`config.mk`:
```
export PLATFORM = sky130hd
export DESIGN_NAME = change_dispenser
export DESIGN_NICKNAME = d
export VERILOG_FILES = /design/src/rtl/change_dispenser.sv
export SDC_FILE = /design/constraint.sdc
export NUM_CORES = 1
export LEC_CHECK = 0
export ABC_AREA = 1
export CORE_ASPECT_RATIO = 1.1
export CORE_MARGIN = 2
export CORE_UTILIZATION = 30
export DETAILED_ROUTE_END_ITERATION = 8
export PLACE_DENSITY_LB_ADDON = 0.1
export SETUP_SLACK_MARGIN = 0.02
export SLEW_MARGIN = 20
export SYNTH_ARGS = -nofsm -noshare
export SYNTH_HDL_FRONTEND = slang
export SYNTH_SLANG_ARGS = --single-unit
```
`constraint.sdc`:
```
create_clock -name clk -period 1.9 [get_ports clk]
set_input_delay 0.19 -clock clk [delete_from_list [all_inputs] [get_ports clk]]
set_output_delay 0.19 -clock clk [all_outputs]
set_load 0.01 [all_outputs]
```
`src/rtl/change_dispenser.sv`:
```
// Greedy coin payout engine: pays an amount from five coin tubes, largest first,
// skipping empty tubes, with a four-phase req/ack handshake and an ack timeout.
module change_dispenser #(
  parameter int DEN0        = 20,
  parameter int DEN1        = 10,
  parameter int DEN2        = 5,
  parameter int DEN3        = 2,
  parameter int DEN4        = 1,
  parameter int ACK_TIMEOUT = 16
) (
  input  logic       clk,
  input  logic       reset,
  input  logic [7:0] change_amount,
  input  logic       change_valid,
  input  logic [4:0] coin_empty,
  input  logic       coin_ack,
  output logic       coin_req,
  output logic [2:0] coin_type,
  output logic       busy,
  output logic       done,
  output logic       short_change,
  output logic       fault,
  output logic [7:0] remaining
);

  localparam int CNT_W = $clog2(ACK_TIMEOUT + 1);

  typedef enum logic [2:0] {
    S_IDLE,
    S_SELECT,
    S_REQ,
    S_GAP,
    S_DONE,
    S_FAULT
  } state_t;

  state_t           r_state, w_state_next;
  logic             r_coin_req, w_coin_req_next;
  logic [2:0]       r_coin_type, w_coin_type_next;
  logic             r_busy, w_busy_next;
  logic             r_done, w_done_next;
  logic             r_short, w_short_next;
  logic             r_fault, w_fault_next;
  logic [7:0]       r_remaining, w_remaining_next;
  logic [CNT_W-1:0] r_cnt, w_cnt_next;
  logic             w_sel_found;
  logic [2:0]       w_sel_idx;

  function automatic logic [7:0] den_of(input logic [2:0] idx);
    case (idx)
      3'd0:    den_of = 8'(DEN0);
      3'd1:    den_of = 8'(DEN1);
      3'd2:    den_of = 8'(DEN2);
      3'd3:    den_of = 8'(DEN3);
      default: den_of = 8'(DEN4);
    endcase
  endfunction

  // Scan from the smallest tube upward so the lowest eligible index wins.
  always_comb begin
    w_sel_found = 1'b0;
    w_sel_idx   = 3'd0;
    for (int i = 4; i >= 0; i--) begin
      if (den_of(3'(i)) <= r_remaining && !coin_empty[i]) begin
        w_sel_found = 1'b1;
        w_sel_idx   = 3'(i);
      end
    end
  end

  always_comb begin
    w_state_next     = r_state;
    w_coin_req_next  = r_coin_req;
    w_coin_type_next = r_coin_type;
    w_busy_next      = r_busy;
    w_done_next      = 1'b0;
    w_short_next     = r_short;
    w_fault_next     = r_fault;
    w_remaining_next = r_remaining;
    w_cnt_next       = r_cnt;
    case (r_state)
      S_IDLE: begin
        if (change_valid) begin
          w_remaining_next = change_amount;
          w_short_next     = 1'b0;
          if (change_amount != 8'd0) begin
            w_busy_next  = 1'b1;
            w_state_next = S_SELECT;
          end else begin
            w_state_next = S_DONE;
          end
        end
      end
      S_SELECT: begin
        if (r_remaining == 8'd0) begin
          w_state_next = S_DONE;
        end else if (w_sel_found) begin
          w_coin_type_next = w_sel_idx;
          w_cnt_next       = '0;
          w_state_next     = S_REQ;
        end else begin
          w_short_next = 1'b1;
          w_state_next = S_DONE;
        end
      end
      S_REQ: begin
        // An ack only counts once the request is actually visible to the hopper.
        if (r_coin_req && coin_ack) begin
          w_remaining_next = r_remaining - den_of(r_coin_type);
          w_coin_req_next  = 1'b0;
          w_state_next     = S_GAP;
        end else if (r_cnt == CNT_W'(ACK_TIMEOUT - 1)) begin
          w_coin_req_next = 1'b0;
          w_fault_next    = 1'b1;
          w_busy_next     = 1'b1;
          w_state_next    = S_FAULT;
        end else begin
          w_cnt_next      = r_cnt + 1'b1;
          w_coin_req_next = 1'b1;
        end
      end
      S_GAP: begin
        if (!coin_ack) w_state_next = S_SELECT;
      end
      S_DONE: begin
        w_done_next  = 1'b1;
        w_busy_next  = 1'b0;
        w_state_next = S_IDLE;
      end
      S_FAULT: begin
        w_coin_req_next = 1'b0;
        w_busy_next     = 1'b1;
        w_fault_next    = 1'b1;
      end
      default: w_state_next = S_IDLE;
    endcase
  end

  always_ff @(posedge clk or negedge reset) begin
    if (!reset) begin
      r_state     <= S_IDLE;
      r_coin_req  <= 1'b0;
      r_coin_type <= 3'd0;
      r_busy      <= 1'b0;
      r_done      <= 1'b0;
      r_short     <= 1'b0;
      r_fault     <= 1'b0;
      r_remaining <= 8'd0;
      r_cnt       <= '0;
    end else begin
      r_state     <= w_state_next;
      r_coin_req  <= w_coin_req_next;
      r_coin_type <= w_coin_type_next;
      r_busy      <= w_busy_next;
      r_done      <= w_done_next;
      r_short     <= w_short_next;
      r_fault     <= w_fault_next;
      r_remaining <= w_remaining_next;
      r_cnt       <= w_cnt_next;
    end
  end

  assign coin_req     = r_coin_req;
  assign coin_type    = r_coin_type;
  assign busy         = r_busy;
  assign done         = r_done;
  assign short_change = r_short;
  assign fault        = r_fault;
  assign remaining    = r_remaining;

endmodule

```
**After elaboration in Yosys (flattened, before gate mapping)**

Cells that the tools add are included.

- Register bits after elaboration: 24
- Bits of input ports: 17
- Word-level logic and storage cells: 108

- Add/sub/neg operators: 2
- Magnitude comparators: 5
- Equality and inequality tests: 20
- Multiplexer cells: 43
- Bitwise gates (word level): 2
- Reductions and logical operators: 27

Operators by type and width:

| cell | number |
|---|---|
| 3-bit two-way mux | 12 |
| 8-bit two-way mux | 4 |
| 5-bit two-way mux | 4 |
| 2-bit inequality test, second input constant | 10 |
| 5-bit case mux with 4 select lines | 1 |
| 8-bit case mux with 2 select lines | 1 |
| 1-bit two-way mux | 15 |
| 3-bit case mux with 5 select lines | 1 |
| 3-bit by 2-bit equality test with 1-bit output, second input constant | 4 |
| 5-bit case mux with 2 select lines | 1 |
| 5-bit AND reduction | 2 |
| 3-bit AND reduction | 3 |
| 1-bit by 8-bit <= comparator with 1-bit output, first input constant | 1 |
| 2-bit by 8-bit <= comparator with 1-bit output, first input constant | 1 |
| 3-bit by 8-bit <= comparator with 1-bit output, first input constant | 1 |
| 4-bit by 8-bit <= comparator with 1-bit output, first input constant | 1 |
| 5-bit by 8-bit <= comparator with 1-bit output, first input constant | 1 |
| 8-bit zero test | 1 |
| 4-bit AND reduction | 2 |
| 2-bit nonzero test | 4 |
| 8-bit nonzero test | 1 |
| 8-bit subtractor | 1 |
| 3-bit by 1-bit equality test with 1-bit output, second input constant | 2 |
| 3-bit equality test, second input constant | 2 |
| other kinds (10) | 23 |

**Logic depth before layout (Yosys ltp)**

- Word-level depth: 10
- Depth in mapped cells: 12
- Gate-level depth less buffers: 12

**Least setup slack after synthesis**

OpenSTA, ideal clock, no wires.

- Path type: register -> register
- Start: register r_coin_type[0] (netlist: coin_type[0])
- End: register r_remaining[6] (netlist: remaining[6])
- Setup time: 0.123 ns
- Data arrival time: 1.684 ns
- Data required time: 1.777 ns
- Slack: 0.093 ns
- Stages on the path, launching flop included: 11
- Clock period less this slack: 1.807 ns
- Cell sequence: dfrtp_1 > o21ai_0 > ha_1 > inv_1 > fa_1 > nand3_1 > nand2_1 > nand2_1 > a31oi_1 > o21ai_0 > nand2_1

- Longest elaborated chain between the ends: 7
- Elaborated cells on any way between the ends: 10
- Classes of those cells: add/sub: 1; eq/ne: 3; mux: 5; reduce/logical: 1

Ends and longest elaborated chain:

| item | line | RTL |
|---|---|---|
| start: declaration | 39 | `logic [2:0] r_coin_type, w_coin_type_next;` |
| start signal: assignment | 153 | `r_coin_type <= w_coin_type_next;` |
| 3-bit by 2-bit equality test with 1-bit output (tied with other cells) | 50 | `case (idx)` |
| 5-bit case mux with 4 select lines (*) | 50 |  |
| 8-bit two-way mux (*) | 108 | `if (r_coin_req && coin_ack) begin` |
| 8-bit two-way mux (*) | 81 | `case (r_state)` |
| 8-bit subtractor (*) | 109 | `w_remaining_next = r_remaining - den_of(r_coin_type);` |
| 8-bit two-way mux (*) | 108 |  |
| 8-bit case mux with 2 select lines (*) | 81 |  |
| end signal: assignment | 158 | `r_remaining <= w_remaining_next;` |
| end: declaration | 44 | `logic [7:0] r_remaining, w_remaining_next;` |

Mark *: on every way between the ends. The rest lies on a longest branch, timed or not. The select of a mux whose other input is x is not followed.
A chain may end at the register's enable or synchronous reset.

**Final worst setup path**

Same ends and word-level chain as after synthesis.

==> summary.txt <==
Outcome = complete, no violations
Pre-CTS WS = 0.001853 ns
Synthesized area per cell = 7.164 um^2
Largest net degree at the start of global routing = 25
Die area = 0.006454 mm^2
Asr flop ratio synth = 1.000
Post-route clock period utilization = 0.9246
Setup crit start kind = flop
Overall Global Routing Usage = 0.1448
Clk pin slew, worst setup/hold paths = 0.09 ns
Final ANT Viol Nets = 0
Clock Sinks = 24
Gpl congestion = 0.8047
Hold-fix buffers at CTS = 0
Library cells used by synthesis = 33
R2R cell count = 10
Core Region = 0.005697 mm^2
Final WS setup = 0.1433 ns
Wire length per cell = 11.92 um
Cell Area, Synth = 0.001748 mm^2
Reg-to-reg endpoint = remaining[6]
Pre-antenna DRT Iters = 4
Top-area cell type share of the netlist area = 0.3436
Cell taking the most area after synthesis = dfrtp_1
Diodes inserted = 0
Vias in the first global route = 1616
Reg2Reg Setup Slack = 0.14 ns
I/O pin cnt = 33
Detailed router's first-iteration violation count = 48
Worst Hold Class = primary input to asynchronous set/reset pin
Post-DP HPWL = 3387 um
Final Skew = 0.002494 ns
Drt drc = 0
Clock buffer depth = 2
Routed WL = 4362 um
Final core occ = 0.4081
Critical path arrival = 1.92 ns
First-pass GRT wire length = 7424 um
# H-tree levels = 1
Post-Route Setup TNS = 0 ns
Clock Latency Late Sink = 0.27 ns
Period minus WS final = 1.757 ns
Relative slew slack = 0.7725
RSZ-0062 raised after global routing = yes
Most frequent cell after synthesis = nand2_1
CTS Root Cell = clkbuf_8
VDD IR max = 0.1937 mV
Area growth syn-to-layout = 33.00%
Setup Viol. Count Final = 0
Global route overflow = 0
Max Slew Vio Count = 0
Crit-path max FO = 5
Worst-margin pin slew = 0.3413 ns
Worst r2r src = coin_type[0]
Rows = 29
Number of max-cap violations = 0
Mapped Cells = 244
Synth top area cells = dfrtp_1 34%, nand2_1 12%, inv_1 8.4%, ha_1 5.0%, nor2_1 4.5%
Yosys warnings = 0
CP Capture Type = flop
#FFs+latches synth = 24
Synth Flop Type = dfrtp_1
Min Hold Slack = 0.2868 ns
Share of layout cells above drive strength 1 = 0.1869
Worst setup path class = flop to flop
CTS tree = yes
Via count = 1668
Nets = 316
EDFF count, synth = 0
Max Freq = 569.2 MHz
Initial Utilization = 0.3068
Initial antenna violation count = 0
Die span in y = 84.06 um
Total CTS buffers = 3
Leak = 0.001096 uW
Worst path required time = 2.06 ns
Fillers = 624
Hold Violations, Final = 0
Port buffer count = 32
Pwr/cell area = 418.2 mW/mm^2
Post-synth top cells = 58 x nand2_1, 39 x inv_1, 24 x dfrtp_1
Chip Width = 76.78 um
Post-Syn Nets = 269
Vias per inst = 4.557
Sequential cell area fraction in the yosys report = 0.3436
-- metrics by stage --
| stage | area [um^2] | total power [uW] | std cells |
|---|---|---|---|
| finish | 2325 | 972.3 | 366 |
| detailed placement | 2231 | 671.8 | 361 |
| floorplan | 1748 | 592.6 | 244 |
| global route | 2325 | 1031 | 366 |
| CTS | 2272 | 993.2 | 364 |
| global placement | 2231 | 671.9 | 361 |
-- critical path, stage by stage, from the launching register on --
cell and delay [ns]:
dfrtp_2 0.45, o21ai_2 0.13, ha_2 0.19, inv_1 0.07, fa_2 0.37, nand3_2 0.07
nand2_2 0.07, nand2_2 0.07, a31oi_1 0.07, o21ai_1 0.12, nand2_1 0.05
-- cell families after synthesis --
kind of cell / after synthesis / share of synthesized area
simple gates: 124 / 0.3558
buf+inv: 45 / 0.09878
compound gates: 41 / 0.1303
fa+ha+maj: 8 / 0.06156
flops: 24 / 0.3436
xor+xnor: 2 / 0.01002
-- state kept, by name, summed over array words and instances (netlist names) --
signal        flops
fault             1
busy              1
remaining         8
r_state           3
done              1
coin_req          1
coin_type         3
r_cnt             5
short_change      1
-- final cells by class --
type | instances | area (um^2) | area share
sequential | 24 | 601.8 | 0.2589
timing repair buffer | 44 | 410.4 | 0.1765
tap | 77 | 96.34 | 0.04144
clock buffer | 3 | 41.29 | 0.01776
inverter | 43 | 163.9 | 0.07051
multi-input combinational | 175 | 1011 | 0.4349
-- report_power, final --
group,switching (uW),leakage [uW],internal [uW],total (uW)
registers,9.07,0.000294,517,526
clock network,168,0.0000216,142,310
logic,66.5,0.000781,69.9,136
-- how the worst max path moves through the flow --
stage / start / endpoint / slack, ns / cells past startpoint
5_1_grt: coin_type[1] / remaining[6] / 0.009 / 11
3_3_place_gp: coin_type[0] / remaining[6] / 0.05 / 10
4_1_cts: coin_type[0] / remaining[6] / 0.04 / 10
6_report: coin_type[0] / remaining[6] / 0.14 / 10
2_1_floorplan: coin_type[0] / remaining[6] / 0.09 / 10
3_5_place_dp: coin_type[0] / remaining[6] / 0.002 / 10
-- layout by cell type (no fill, tap or decap), types with 2 or more instances in the layout --
master,n
buf_4,12
o21ai_1,7
nor2_2,6
inv_1,36
nor2_1,21
a21oi_1,13
nor3b_1,2
nand4_1,4
inv_2,6
o21ai_2,3
a31oi_1,3
nand2_2,5
nor3_1,2
nand2_4,3
nor2_4,6
clkbuf_8,3
nand2_1,56
nand3_2,3
clkdlybuf4s50_1,32
o21ai_0,10
o211ai_1,2
ha_1,5
nand3_1,12
dfrtp_1,23
xor2_1,2
-- routing by layer --
layer  vias up  global-route usage  part of all wire
li1        872                   -                 -
met1       778              0.1794              0.48
met2        16              0.2568              0.50
met3         2             0.02165             0.017
met4         0             0.04463            0.0069
met5         -                   0                 0
-- timing repair --
item                       CTS  global route
resized for setup            1            15
setup buffers                0             2
pin swaps                    0             4
setup endpoints to repair    1             4
Note: power is estimated with default switching activity, not from simulation.
